### src/rtl/clock_reset_sequencer.sv
// Staged reset sequencer behind the SoC PLL: debounces lock, releases peripheral
// reset first and CPU reset HOLD_CYCLES later, and counts lock losses.
module clock_reset_sequencer #(
    parameter int SYNC_STAGES = 2,
    parameter int LOCK_CYCLES = 1024,
    parameter int HOLD_CYCLES = 16,
    parameter int LOSS_CNT_W  = 8
) (
    input  logic                  clk,
    input  logic                  reset,
    input  logic                  pll_locked,
    output logic                  periph_resetn,
    output logic                  cpu_resetn,
    output logic                  sys_reset,
    output logic                  ready,
    output logic [LOSS_CNT_W-1:0] lock_loss_count
);

    localparam int MAX_CYCLES = (LOCK_CYCLES > HOLD_CYCLES) ? LOCK_CYCLES : HOLD_CYCLES;
    localparam int CNT_W      = $clog2(MAX_CYCLES);
    localparam logic [CNT_W-1:0]      LOCK_LAST = CNT_W'(LOCK_CYCLES - 1);
    localparam logic [CNT_W-1:0]      HOLD_LAST = CNT_W'(HOLD_CYCLES - 1);
    localparam logic [CNT_W-1:0]      CNT_ZERO  = {CNT_W{1'b0}};
    localparam logic [CNT_W-1:0]      CNT_ONE   = CNT_W'(1);
    localparam logic [LOSS_CNT_W-1:0] LOSS_MAX  = {LOSS_CNT_W{1'b1}};
    localparam logic [LOSS_CNT_W-1:0] LOSS_ONE  = LOSS_CNT_W'(1);

    typedef enum logic [1:0] {
        WAIT_LOCK = 2'd0,
        STABLE    = 2'd1,
        HOLD      = 2'd2,
        RUN       = 2'd3
    } state_t;

    state_t                 state_r;
    state_t                 state_s;
    logic [CNT_W-1:0]       cnt_r;
    logic [CNT_W-1:0]       cnt_s;
    logic [SYNC_STAGES-1:0] sync_r;
    logic                   locked_s;
    logic                   loss_inc_s;

    assign locked_s = sync_r[SYNC_STAGES-1];

    // Next-state and counter logic; a lock drop takes priority over any terminal count.
    always_comb begin
        state_s    = state_r;
        cnt_s      = cnt_r;
        loss_inc_s = 1'b0;
        case (state_r)
            WAIT_LOCK: begin
                cnt_s = CNT_ZERO;
                if (locked_s) begin
                    state_s = STABLE;
                end else begin
                    state_s = WAIT_LOCK;
                end
            end
            STABLE: begin
                if (!locked_s) begin
                    state_s = WAIT_LOCK;
                    cnt_s   = CNT_ZERO;
                end else if (cnt_r == LOCK_LAST) begin
                    state_s = HOLD;
                    cnt_s   = CNT_ZERO;
                end else begin
                    cnt_s = cnt_r + CNT_ONE;
                end
            end
            HOLD: begin
                if (!locked_s) begin
                    state_s    = WAIT_LOCK;
                    cnt_s      = CNT_ZERO;
                    loss_inc_s = 1'b1;
                end else if (cnt_r == HOLD_LAST) begin
                    state_s = RUN;
                    cnt_s   = CNT_ZERO;
                end else begin
                    cnt_s = cnt_r + CNT_ONE;
                end
            end
            RUN: begin
                cnt_s = CNT_ZERO;
                if (!locked_s) begin
                    state_s    = WAIT_LOCK;
                    loss_inc_s = 1'b1;
                end else begin
                    state_s = RUN;
                end
            end
            default: begin
                state_s = WAIT_LOCK;
                cnt_s   = CNT_ZERO;
            end
        endcase
    end

    // State, synchroniser, loss counter and registered outputs (decoded from next state).
    always_ff @(posedge clk) begin
        if (reset) begin
            state_r         <= WAIT_LOCK;
            cnt_r           <= CNT_ZERO;
            sync_r          <= {SYNC_STAGES{1'b0}};
            periph_resetn   <= 1'b0;
            cpu_resetn      <= 1'b0;
            sys_reset       <= 1'b1;
            ready           <= 1'b0;
            lock_loss_count <= {LOSS_CNT_W{1'b0}};
        end else begin
            state_r       <= state_s;
            cnt_r         <= cnt_s;
            sync_r        <= {sync_r[SYNC_STAGES-2:0], pll_locked};
            periph_resetn <= (state_s == HOLD) || (state_s == RUN);
            cpu_resetn    <= (state_s == RUN);
            sys_reset     <= (state_s != RUN);
            ready         <= (state_s == RUN);
            if (loss_inc_s && (lock_loss_count != LOSS_MAX)) begin
                lock_loss_count <= lock_loss_count + LOSS_ONE;
            end else begin
                lock_loss_count <= lock_loss_count;
            end
        end
    end

endmodule

### config.mk
export PLATFORM = sky130hd
export DESIGN_NAME = clock_reset_sequencer
export DESIGN_NICKNAME = d
export VERILOG_FILES = /design/src/rtl/clock_reset_sequencer.sv
export SDC_FILE = /design/constraint.sdc
export NUM_CORES = 1
export LEC_CHECK = 0
export CORE_MARGIN = 5
export CORE_UTILIZATION = 38
export DETAILED_ROUTE_END_ITERATION = 8
export GPL_TIMING_DRIVEN = 0
export HOLD_SLACK_MARGIN = 0.12
export MAX_ROUTING_LAYER = met4
export PLACE_DENSITY = 0.68
export SLEW_MARGIN = 5
export SYNTH_ARGS = -nofsm -noshare
export SYNTH_HDL_FRONTEND = slang
export SYNTH_SLANG_ARGS = --single-unit
### constraint.sdc
create_clock -name clk -period 2.8 [get_ports clk]
set_input_delay 0.56 -clock clk [delete_from_list [all_inputs] [get_ports clk]]
set_output_delay 0.56 -clock clk [all_outputs]
set_load 0.02 [all_outputs]
==> results.yml <==
global_routing:
  overflow: 0
  met1_usage_pct: 11.6
  grtUsageMet3_pct: 2.34
  grt_max_degree: 14
  grt_pass1_wl_mm: 3.22
  antenna_found_initial: 0
  grt_pass1_vias: 744
  grt.total_usage_pct: 10.0
  top_usage_layer: "met2"
  met2_usage_pct: 16.2
floorplan:
  start_util_pct: 39.0
  die_h_um: 63.0
  core_um2: 2730
  rows: 19
  die_w_um: 63.0
  die_area_um2: 3960
  ios: 15
routing:
  drc_errors: 0
  routed_wl_mm: 1.81
  dr_total_vias: 822
  drt_pass1_iterations: 4
  initialDrtViolationCount: 15
  ant_nets: 0
  via_per_inst: 5.14
  routedWlPerCell_um: 11.3
logic_synthesis:
  synth_top_area_share_pct: 45.1
  ys_types: 38
  synthTopCellsByCount: "24 x dfxtp_1, 20 x nor2_1, 6 x nand2_1, 6 x xnor2_1, 6 x xor2_1"
  synthesis.area_um2: 1070
  synthFlopType: "dfxtp_1"
  synth_area_leaders: "dfxtp_1 45%, nor2_1 7.0%, xnor2_1 4.9%"
  synth_edf_count: 0
  yosys.area.top_type: "dfxtp_1"
  synth_fa_ha_area_share_pct: 2.35
  synthArstFlopShare_pct: 0
  synthMuxAreaShare_pct: 2.00
  seq_area_frac_synth_pct: 45.1
  synth_top_family_by_area: "simple AND/OR/NAND/NOR gates"
  ys_ff_latch: 24
  avgSynthCellArea_um2: 9.60
  syn_nets: 116
  synth-simple-area-share_pct: 29.3
  synth-compound-area-share_pct: 9.27
  yosys.cell_count.top_type: "dfxtp_1"
  syn_inst: 111
  synth_warnings: 0
  synthXorXnorAreaFrac_pct: 9.86
timing:
  tightest_slew_ns: 0.443
  fin_crit_sh_pct: 70.5
  slew-limit-headroom_pct: 70.5
  hold_ws_ns: 0.455
  drv_slew: 0
  setup_tns_ns: 0
  period_needed_ns: 1.97
  setup_ws_ns: 0.826
  fmax_ghz: 0.507
  setup_viol: 0
  hold_viol: 0
  skew_ns: 0.00367
  rsz0062_at_grt: "no"
clocking:
  cts.clk_slew.worst_paths_ns: 0.12
  numCtsBuffers: 3
  post_cts_resized: 0
  cts_tree: "yes"
  root_buffer: "clkbuf_4"
  clock_latency_ns: 0.30
  clock-sinks: 24
  h-tree-depth: 1
  post_cts_buffers: 0
  clock_path_buffers: 2
  cts_hold_buf: 0
cells_and_area:
  regArea_um2: 480
  drive_gt1_share_pct: 12.4
  multiInputGateArea_um2: 563
  syn2layout_area_growth_pct: 20.2
  n_antenna_cell: 0
  stdcell_count: 160
  nets: 135
  fill_cells: 248
  final_core_util_pct: 46.9
pwr:
  p_comb_share_pct: 1.8
  p_per_area_nw_per_um2: 415
  p_int_w: 0.000427
  pwr-share-seq_pct: 64.7
  clockPowerShare_pct: 33.4
  ir_drop_mv: 0.208
  swShare_pct: 19.6
  leakagePower_nw: 0.437
  switchingPower_w: 0.000104
place:
  pre_cts_slack_ns: 0.835
  dp.cells: 156
  gp_congestion: 0.779
  dp_hpwl_mm: 1.41
  io_buffers: 14
setup_path:
  cpLargestDelayFamily: "buffers and inverters"
  cpPeakStageDelay_ns: 0.65
  cpMaxStageDelayCell: "clkdlybuf4s50_1"
  start_kind: "register"
  path_max_fanout: 7
  required_ns: 2.24
  crit_path_end_kind: "output pin"
  worstPathCellList: "clkdlybuf4s50_1"
  worst-path-buf-inv: 1
  rr_worst_depth: 5
  worst_ep_arrival_time_ns: 1.41
  path_depth: 1
  critPathKind: "register to output pin"
run:
  drv_cap: 0
hold_path:
  hold-path-cell-count: 1
  hold_class: "register to register"
status:
  status: "completed"
==> sequential cells by signal, summed over array words and instances, names as in the netlist <==
name	count
sync_r	2
cnt_r	10
ready	1
sys_reset	1
state_r	2
lock_loss_count	8
==> layer usage <==
layer  wire, µm  share of wire (%)
met1        869                 48
met2        868                 48
met3         39                2.2
met4         27                1.5
met5          0                  0
==> worst paths after layout <==
check	from	end	slack (ns)
worst min-delay path	sync_r[0]$_SDFF_PP0_	sync_r[1]$_SDFF_PP0_	0.45
worst min register to register	sync_r[0]$_SDFF_PP0_	sync_r[1]$_SDFF_PP0_	0.45
worst max register to register	lock_loss_count[0]$_SDFFE_PP0P_	lock_loss_count[6]$_SDFFE_PP0P_	1.17
worst max-delay path	state_r[1]$_SDFF_PP0_	periph_resetn	0.83
==> power by group through the flow <==
stage               Combinational (W)  Clock, W  Sequential, W
floorplan                  0.00000539         0       0.000351
global placement           0.00000971         0       0.000352
detailed placement         0.00000996         0       0.000352
CTS                        0.00000992  0.000185       0.000344
global route                0.0000110  0.000203       0.000345
finish                     0.00000983  0.000178       0.000344
==> layout by cell type, fill, tap and decap left out, types with 2 or more instances in the layout <==
cell	instances
a21oi_1	2
and3_1	2
clkbuf_4	3
clkdlybuf4s50_1	14
dfxtp_1	24
ha_1	2
inv_1	2
nand2_1	6
nand3_1	4
nor2_1	20
nor2b_1	5
nor3_1	3
nor4_1	2
o211ai_1	3
xnor2_1	6
xor2_1	6
==> per-stage QoR <==
step	total power, W	cell area (µm²)
after global routing	0.000559	1280
after global placement	0.000361	1240
after detailed placement	0.000362	1240
after CTS	0.000539	1280
after floorplan	0.000357	1070
final	0.000532	1280
==> cell type report <==
type | instances | area share, %
Buffer | 2 | 0.879
Clock buffer | 4 | 2.83
Inverter | 3 | 0.879
Multi-Input combinational cell | 82 | 43.9
Sequential cell | 24 | 37.5
Tap cell | 31 | 3.03
Timing Repair Buffer | 14 | 10.9
==> kinds of logic (layout without fill, tap and decap cells) <==
family | Yosys count | count (layout)
adders and majority gates | 2 | 2
AOI/OAI and AO/OA | 11 | 11
DFF | 24 | 24
xor gates and xnor gates | 12 | 12
buffers and inverters | 5 | 23
muxes | 2 | 2
and+or+nand+nor | 55 | 55
==> worst register-to-register path, cell delays in order, from the launching register on <==
cell and delay (ns):
dfxtp_1 0.44, ha_1 0.24, nand4_2 0.19, or4b_1 0.53
o21ai_1 0.08, nor2_1 0.05
Power figures use the tool's default switching activity.
